<file path="config.mk">
export PLATFORM = sky130hd
export DESIGN_NAME = fetch_sequencer
export DESIGN_NICKNAME = d
export VERILOG_FILES = /design/src/rtl/cpu_pkg.sv /design/src/rtl/fetch_sequencer_pc_unit.sv /design/src/rtl/fetch_sequencer.sv
export SDC_FILE = /design/constraint.sdc
export NUM_CORES = 1
export LEC_CHECK = 0
export ABC_AREA = 0
export ABC_CLOCK_PERIOD_IN_PS = 2200
export CAP_MARGIN = 0
export CORE_MARGIN = 4
export CORE_UTILIZATION = 33
export CTS_BUF_LIST = sky130_fd_sc_hd__clkbuf_4 sky130_fd_sc_hd__clkbuf_8
export DETAILED_ROUTE_END_ITERATION = 6
export HOLD_SLACK_MARGIN = 0.05
export PLACE_DENSITY = 0.9
export RECOVER_POWER = 50
export SLEW_MARGIN = 40
export SYNTH_ARGS = -nofsm -noshare
export SYNTH_HDL_FRONTEND = slang
export SYNTH_SLANG_ARGS = --single-unit
</file>
<file path="constraint.sdc">
create_clock -name clk -period 2.2 [get_ports clk]
set_input_delay 0.44 -clock clk [delete_from_list [all_inputs] [get_ports clk]]
set_output_delay 0.44 -clock clk [all_outputs]
set_load 0.01 [all_outputs]
</file>
<file path="src/rtl/cpu_pkg.sv">
// Shared definitions for the single-cycle computer's fetch path.
//   state_t         : fetch sequencer control states
//   WORD_W          : datapath / address word width
//   IMEM_DEPTH      : instruction memory depth in words
//   HALT_INSTR_WORD : instruction encoding that stops the sequencer
package cpu_pkg;

    localparam int WORD_W     = 32;
    localparam int IMEM_DEPTH = 128;

    localparam logic [WORD_W-1:0] HALT_INSTR_WORD = 32'hFFFF_FFFF;

    typedef enum logic [2:0] {
        ST_HALTED = 3'd0,
        ST_RUN    = 3'd1,
        ST_STEP   = 3'd2,
        ST_LOAD   = 3'd3,
        ST_FAULT  = 3'd4
    } state_t;

endpackage

</file>
<file path="src/rtl/fetch_sequencer_pc_unit.sv">
// Program counter register for the fetch sequencer.
// Ports:
//   clk, reset : clock, asynchronous active-high reset (pc -> RESET_PC)
//   advance    : a committed cycle; pc moves to pc+1 or the redirect target
//   redirect   : take target instead of pc+1 when advancing
//   target     : redirect word address
//   restart    : force pc back to RESET_PC (leaving program-load mode)
//   pc         : current program counter
//   in_range   : pc addresses a valid instruction memory word
module pc_unit
    import cpu_pkg::*;
#(
    parameter int                DEPTH    = IMEM_DEPTH,
    parameter logic [WORD_W-1:0] RESET_PC = '0
) (
    input  logic              clk,
    input  logic              reset,
    input  logic              advance,
    input  logic              redirect,
    input  logic [WORD_W-1:0] target,
    input  logic              restart,
    output logic [WORD_W-1:0] pc,
    output logic              in_range
);

    localparam logic [WORD_W-1:0] DEPTH_W = WORD_W'(DEPTH);

    logic [WORD_W-1:0] pc_reg;
    logic [WORD_W-1:0] pc_next;

    always_comb begin
        pc_next = pc_reg;
        if (restart) begin
            pc_next = RESET_PC;
        end else if (advance) begin
            // pc+1 wraps modulo 2^32; a wrapped or overrun pc is caught by
            // the range compare rather than here.
            pc_next = redirect ? target : pc_reg + WORD_W'(1);
        end
    end

    always_ff @(posedge clk or posedge reset) begin
        if (reset) begin
            pc_reg <= RESET_PC;
        end else begin
            pc_reg <= pc_next;
        end
    end

    assign pc       = pc_reg;
    assign in_range = (pc_reg < DEPTH_W);

endmodule

</file>
<file path="src/rtl/fetch_sequencer.sv">
// Fetch sequencer: owns the PC and sequences word-addressed fetch from the
// instruction memory, with run / halt / single-step control, branch
// redirect, datapath stall and a program-load mode for writing the memory
// while the core is halted.
// Ports:
//   clk, reset                    : clock, asynchronous active-high reset
//   run_req, halt_req, step_req   : control pulses
//   load_req                      : level, holds the sequencer in LOAD
//   load_valid/addr/data          : program-load write port
//   load_ready                    : high while in LOAD
//   stall                         : datapath hold, freezes pc and state
//   branch_taken, branch_target   : next-pc redirect on a committed cycle
//   imem_addr/we/wdata/rdata      : instruction memory (combinational read)
//   instr, instr_valid            : instruction to the datapath + commit
//   pc, halted, fault             : status
module fetch_sequencer
    import cpu_pkg::*;
#(
    parameter int                DEPTH      = IMEM_DEPTH,
    parameter logic [WORD_W-1:0] RESET_PC   = '0,
    parameter logic [WORD_W-1:0] HALT_INSTR = HALT_INSTR_WORD
) (
    input  logic              clk,
    input  logic              reset,
    input  logic              run_req,
    input  logic              halt_req,
    input  logic              step_req,
    input  logic              load_req,
    input  logic              load_valid,
    input  logic [WORD_W-1:0] load_addr,
    input  logic [WORD_W-1:0] load_data,
    output logic              load_ready,
    input  logic              stall,
    input  logic              branch_taken,
    input  logic [WORD_W-1:0] branch_target,
    output logic [WORD_W-1:0] imem_addr,
    output logic              imem_we,
    output logic [WORD_W-1:0] imem_wdata,
    input  logic [WORD_W-1:0] imem_rdata,
    output logic [WORD_W-1:0] instr,
    output logic              instr_valid,
    output logic [WORD_W-1:0] pc,
    output logic              halted,
    output logic              fault
);

    localparam logic [WORD_W-1:0] DEPTH_W = WORD_W'(DEPTH);

    state_t state_reg;
    state_t state_next;

    logic pc_in_range;
    logic fetching;
    logic is_halt_instr;
    logic commit;
    logic restart_pc;

    pc_unit #(
        .DEPTH    (DEPTH),
        .RESET_PC (RESET_PC)
    ) u_pc_unit (
        .clk      (clk),
        .reset    (reset),
        .advance  (commit),
        .redirect (branch_taken),
        .target   (branch_target),
        .restart  (restart_pc),
        .pc       (pc),
        .in_range (pc_in_range)
    );

    assign fetching      = (state_reg == ST_RUN) || (state_reg == ST_STEP);
    assign is_halt_instr = (imem_rdata == HALT_INSTR);
    assign commit        = fetching && !stall && pc_in_range && !is_halt_instr;
    assign restart_pc    = (state_reg == ST_LOAD) && !load_req;

    always_ff @(posedge clk or posedge reset) begin
        if (reset) begin
            state_reg <= ST_HALTED;
        end else begin
            state_reg <= state_next;
        end
    end

    always_comb begin
        state_next = state_reg;
        case (state_reg)
            ST_HALTED: begin
                // halt_req outranks everything and simply keeps us halted.
                if (halt_req) begin
                    state_next = ST_HALTED;
                end else if (load_req) begin
                    state_next = ST_LOAD;
                end else if (step_req) begin
                    state_next = ST_STEP;
                end else if (run_req) begin
                    state_next = ST_RUN;
                end
            end
            ST_RUN: begin
                if (!stall) begin
                    if (!pc_in_range) begin
                        state_next = ST_FAULT;
                    end else if (is_halt_instr) begin
                        state_next = ST_HALTED;
                    end else if (halt_req) begin
                        // The instruction in this cycle still commits.
                        state_next = ST_HALTED;
                    end
                end
            end
            ST_STEP: begin
                if (!stall) begin
                    state_next = pc_in_range ? ST_HALTED : ST_FAULT;
                end
            end
            ST_LOAD: begin
                if (!load_req) begin
                    state_next = ST_HALTED;
                end
            end
            ST_FAULT: begin
                state_next = ST_FAULT;
            end
            default: begin
                state_next = ST_HALTED;
            end
        endcase
    end

    // Outputs decode straight from the state register, so an asynchronous
    // reset drops a pending load write in the same instant.
    assign load_ready  = (state_reg == ST_LOAD);
    assign imem_addr   = load_ready ? load_addr : pc;
    assign imem_we     = load_ready && load_valid && (load_addr < DEPTH_W);
    assign imem_wdata  = load_data;
    assign instr       = imem_rdata;
    assign instr_valid = commit;
    assign halted      = (state_reg == ST_HALTED) || (state_reg == ST_FAULT);
    assign fault       = (state_reg == ST_FAULT);

endmodule
</file>
==> metrics.yaml, run 1 <==
detailed_routing:
  met2_length_um: 7580
  vias_per_cell: 5.43
  route.detailed.wl_per_inst_um: 18.7
  drc: 0
  drt-met1-wl_um: 4930
  drtIter0Drc: 228
  ant_nets: 0
  wirelength_um: 14200
  first_pass_iters: 5
  vias: 4131
  highest_layer: "met4"
  wl_met3_um: 1300
power_and_ir_drop:
  vdd_drop_max_v: 0.000530
  power_leakage_nw: 2.82
  finalPower_w: 0.00491
  p_per_area_nw_per_um2: 853
global_routing:
  grt_pass1_vias: 4218
  grt_max_degree: 36
  grt_first_pass_wirelength_um: 21400
  antenna_found_initial: 0
  grt_overflow_total: 0
  grt_usage_pct: 23.8
final_layout:
  layout.cells.non_filler: 761
  largest_register_ffs: 32
  fin_area_um2: 5760
  regArea_um2: 876
  layout-drive-gt1-share_pct: 28.2
  num_antenna_cells: 0
  nFillCells: 758
  multi_input_area_um2: 1770
  area_growth_pct: 86.1
  finalNetCount: 787
floorplan:
  initial_core_util_pct: 33.6
  coreArea_um2: 9200
  die_h_um: 105
  row_count: 35
  dieArea_um2: 11000
  io_pins: 270
  die_width_um: 105
sta:
  finalSetupViolCount: 15
  min_period_ns: 2.32
  fin_crit_sh_pct: 105
  slew_violations: 0
  rsz0062_at_grt: "yes"
  slew_headroom_pct: 39.4
  worst_slew_pin_slew_ns: 0.910
  hold_viol: 0
  hold_ws_ns: 0.633
  skew_ns: 0.00530
  clock.fmax_ghz: 0.432
  fin_ws_ns: -0.117
yosys:
  synth_warnings: 0
  synth.most_common_cell: "nand2_1"
  synth-seq-cells: 35
  yosysTopAreaCell: "dfrtp_1"
  syn_inst: 417
  async_flop_share_pct: 100
  yosys-top-cells-area: "dfrtp_1, buf_4, nand2_1"
  synth_edf_count: 0
  avgSynthCellArea_um2: 7.42
  synthesis.nets: 555
  synth_top_cell_area_share_pct: 28.3
  synth_seq_area_share_pct: 28.3
  syn_area_um2: 3090
  synth_cell_type_count: 47
  ys_top_cells_by_count: "nand2_1, buf_4, dfrtp_1"
  ys.flop_type: "dfrtp_1"
clock_tree:
  htreeDepth: 2
  clkTransAtPathRegs_ns: 0.07
  tritoncts: "done"
  clkLatencyLatePin_ns: 0.28
  numCtsBuffers: 5
  cts_sinks: 35
  root_buffer: "clkbuf_8"
  cts_max_path_buffers: 2
setup_path:
  crit_path_end_kind: "output pin"
  required_ns: 1.76
  startpoint_type: "flop"
  critPathKind: "reg -> out"
  cp.arrival_ns: 1.88
  worstSetupStartpoint: "state_reg[1]"
  crit_fanout: 2
  r2r-start: "state_reg[1]"
placed_design:
  post_dp_cell_area_um2: 5310
  place.detailed.hpwl_um: 10900
  finalWeightedCongestion: 0.871
  preCtsSetupSlack_ns: -0.616
  dpl.cell_count: 728
  portBuffers: 205
status:
  violations: "negative setup slack"
  outcome: "finished, violations left"
run:
  max_cap_viol_count: 0
hold_path:
  hp-class: "reg -> reg"
  hp-start: "u_pc_unit.pc[21]"
-- kinds of logic after synthesis --
group / synth area share [%]
compound gates: 17.5
xor+xnor: 0.283
fa+ha+maj: 0.404
buf+inv: 19.7
flops: 28.3
mux: 1.54
simple gates: 32.3
-- critical path: stages (launching register included) --
cell and delay [ns]:
dfrtp_1 0.41, buf_6 0.13, xnor2_1 0.12, or3_4 0.34, nand2b_4 0.16, nor4b_4 0.27, buf_2 0.17
-- path summary, 6_finish.rpt --
check	end	slack (ns)	cells after the start
worst min-delay path	u_pc_unit.pc[21]	0.63	2
worst min register to register	u_pc_unit.pc[21]	0.63	2
min in group asynchronous	u_pc_unit.pc[9]	0.88	3
worst max register to register	u_pc_unit.pc[6]	-0.03	9
max in group asynchronous	u_pc_unit.pc[12]	0.75	3
worst max-delay path	instr_valid	-0.12	6
-- routing by layer --
| layer | vias up | track usage, % |
|---|---|---|
| li1 | 1869 | - |
| met1 | 1932 | 24.5 |
| met2 | 286 | 46.2 |
| met3 | 44 | 6.73 |
| met4 | 0 | 7.12 |
| met5 | - | 0 |
-- layout by cell type, fill, tap and decap left out, types with 6 or more instances in the layout --
cell | synthesis | layout
dlygate4sd2_1 | 0 | 24
a21oi_1 | 9 | 7
nand2_2 | 0 | 10
o21ai_0 | 7 | 6
nand4_1 | 14 | 14
nor4_2 | 2 | 8
clkdlybuf4s50_1 | 0 | 121
a22o_1 | 24 | 24
buf_2 | 3 | 14
nand2_1 | 126 | 115
buf_4 | 64 | 75
dfrtp_1 | 35 | 35
dlygate4sd3_1 | 0 | 8
nor2_1 | 19 | 19
inv_1 | 7 | 7
nand3_1 | 12 | 12
clkbuf_2 | 0 | 13
buf_6 | 3 | 26
dlymetal6s2s_1 | 0 | 18
-- per-stage QoR --
stage / util [%] / setup TNS (ns)
2_1_floorplan: - / 0
3_3_place_gp: 57.7 / -9.56
3_5_place_dp: 57.7 / -10.15
4_1_cts: 60.5 / -0.216
5_1_grt: 62.6 / -2.55
6_report: 62.6 / -0.374
-- power by group --
| part | internal, W | switching, W | leakage [nW] |
|---|---|---|---|
| clock | 0.000247 | 0.000229 | 0.0491 |
| combinational | 0.00182 | 0.00154 | 2.30 |
| sequential | 0.000852 | 0.000225 | 0.472 |
| total | 0.00292 | 0.00199 | 2.82 |
-- area by class of cell --
class                   count  area share (%)
repair buffers            308            49.5
flip-flops and latches     35            15.2
well taps                 111            2.41
clock buffers               7            1.46
clock inverters             1          0.0869
inverters                   8           0.521
multi-input cells         291            30.8
-- repair_timing --
item	CTS	global route
pin swaps	21	30
hold buffers	0	0
setup buffers	17	9
cloned	2	1
endpoints found under the setup margin	63	69
resized for setup	119	111
(Power assumes the default switching activity.)
==> run 2, diff against run 1 <==
--- a/config.mk
+++ b/config.mk
@@ -8,12 +8,13 @@
 export ABC_AREA = 0
 export ABC_CLOCK_PERIOD_IN_PS = 2200
 export CAP_MARGIN = 0
+export CORE_ASPECT_RATIO = 1.4
 export CORE_MARGIN = 4
-export CORE_UTILIZATION = 33
-export CTS_BUF_LIST = sky130_fd_sc_hd__clkbuf_4 sky130_fd_sc_hd__clkbuf_8
+export CORE_UTILIZATION = 32
+export CTS_BUF_LIST = sky130_fd_sc_hd__clkbuf_8 sky130_fd_sc_hd__clkbuf_16
 export DETAILED_ROUTE_END_ITERATION = 6
 export HOLD_SLACK_MARGIN = 0.05
-export PLACE_DENSITY = 0.9
+export PLACE_DENSITY = 0.88
 export RECOVER_POWER = 50
 export SLEW_MARGIN = 40
 export SYNTH_ARGS = -nofsm -noshare
==> metrics.yaml, run 2 (same netlist as run 1, synthesis figures left out) <==
detailed_routing:
  wirelength_um: 15600
  ant_nets: 0
  vias: 4095
  first_pass_iters: 4
  vias_per_cell: 5.47
  drc: 0
  drtIter0Drc: 194
  route.detailed.wl_per_inst_um: 20.8
setup_path:
  critical-path-top-delay-family: "simple AND/OR/NAND/NOR gates"
  worst_path_largest_cell_delay_ns: 0.39
  cp.arrival_ns: 1.83
  crit_fanout: 2
  startpoint_type: "flop"
  crit_slowest_cell: "dfrtp_1"
  crit_path_end_kind: "output pin"
  required_ns: 1.76
  path_cells: "buf_6 > xnor2_1 > or3_4 > nand2b_4 > nor4b_4 > buf_2"
  r2r-start: "state_reg[1]"
  critPathKind: "reg -> out"
  worstSetupStartpoint: "state_reg[0]"
  path_buf_inv: 2
final_layout:
  num_antenna_cells: 0
  largest_register_ffs: 32
  finalNetCount: 777
  area_growth_pct: 86.2
  layout.cells.non_filler: 749
  layout-drive-gt1-share_pct: 25.8
  final_cell_mix: "nand2_1, clkdlybuf4s50_1, buf_4, dfrtp_1, dlygate4sd2_1"
  final_common_cell: "nand2_1"
  fin_util_pct: 60.9
sta:
  clock.fmax_ghz: 0.440
  hold_viol: 0
  fin_ws_ns: -0.0734
  slew_violations: 0
  min_period_ns: 2.27
  slew_headroom_pct: 37.1
  skew_ns: 0.00507
  rsz0062_at_grt: "yes"
  finalSetupViolCount: 7
  fin_crit_sh_pct: 103
  tns_ns: -0.172
  worst_slew_pin_slew_ns: 0.944
global_routing:
  grt_pass1_vias: 4306
  grt_overflow_total: 0
  grt_usage_pct: 25.9
  grt_max_degree: 36
  grt_first_pass_wirelength_um: 23300
  antenna_found_initial: 1
clock_tree:
  cts_sinks: 35
  htreeDepth: 2
  clkTransAtPathRegs_ns: 0.06
  tritoncts: "done"
  cts_max_path_buffers: 2
  root_buffer: "clkbuf_16"
  clkLatencyLatePin_ns: 0.28
  numCtsBuffers: 5
power_and_ir_drop:
  power_leakage_nw: 2.82
  vdd_drop_max_v: 0.000576
  p_per_area_nw_per_um2: 869
floorplan:
  die_h_um: 124
  die_width_um: 91.1
  coreArea_um2: 9460
  dieArea_um2: 11300
  initial_core_util_pct: 32.7
  io_pins: 270
  row_count: 42
placed_design:
  dpl.cell_count: 723
  finalWeightedCongestion: 0.929
  place.detailed.hpwl_um: 12200
  portBuffers: 205
hold_path:
  hp-start: "u_pc_unit.pc[2]"
  hp-class: "reg -> reg"
status:
  violations: "negative setup slack"
  outcome: "finished, violations left"
run:
  max_cap_viol_count: 0
-- run 2: cell count changes in the layout (fill, tap and decap cells not counted), sizes merged --
cell / previous run / this run
dlygate4sd2: 24 / 28
clkdlybuf4s50: 121 / 112
dlymetal6s2s: 18 / 19
clkbuf: 21 / 15
buf: 118 / 109
clkdlybuf4s15: 5 / 3
dlygate4sd3: 8 / 18
-- run 2: worst paths after layout --
check / endpoint / cells after the start / slack, ns
setup / recovery: instr_valid / 6 / -0.07
setup reg to reg: state_reg[0] / 7 / -0.04
hold / removal: u_pc_unit.pc[2] / 1 / 0.64
max in group asynchronous: state_reg[0] / 3 / 0.72
min in group asynchronous: u_pc_unit.pc[6] / 3 / 0.89
hold reg to reg: u_pc_unit.pc[2] / 1 / 0.64
-- run 2: cell type report --
type / instances / area (um^2)
sequential: 35 / 876
fill: 792 / 3700
timing repair buffer: 298 / 2770
inverter: 8 / 35.0
clock buffer: 6 / 139
tap: 110 / 138
multi-input combinational: 291 / 1800
clock inverter: 1 / 5.00
-- run 2: per-stage QoR --
step	setup slack [ns]	hold slack, ns	cell area, um^2	total power (W)
floorplan	0.200	0.573	3090	0.00235
global placement	-0.657	0.601	5270	0.00407
detailed placement	-0.715	0.613	5270	0.00414
CTS	-0.148	0.588	5590	0.00492
global route	-0.140	0.670	5760	0.00528
finish	-0.0734	0.638	5760	0.00501
-- run 2: timing repair --
item | CTS | global route
endpoints found under the setup margin | 67 | 44
gates cloned | 1 | 0
setup buffers | 14 | 4
pin swaps | 17 | 18
gates resized for setup | 135 | 80
hold buffers | 0 | 0
hold endpoints to repair | 0 | 0
-- run 2: routing by layer --
metal / GRT usage [%] / wire (um) / vias to the layer above / part of all wire (%)
li1: - / - / 1853 / -
met1: 24.1 / 4900 / 1889 / 31
met2: 46.0 / 7830 / 289 / 50
met3: 13.5 / 2120 / 62 / 14
met4: 12.5 / 711 / 2 / 4.6
met5: 0 / 12 / - / 0.077
-- run 2: where the power goes --
group,internal [W],switching [W]
clock network,0.000442,0.000270
registers,0.000854,0.000210
logic,0.00172,0.00151
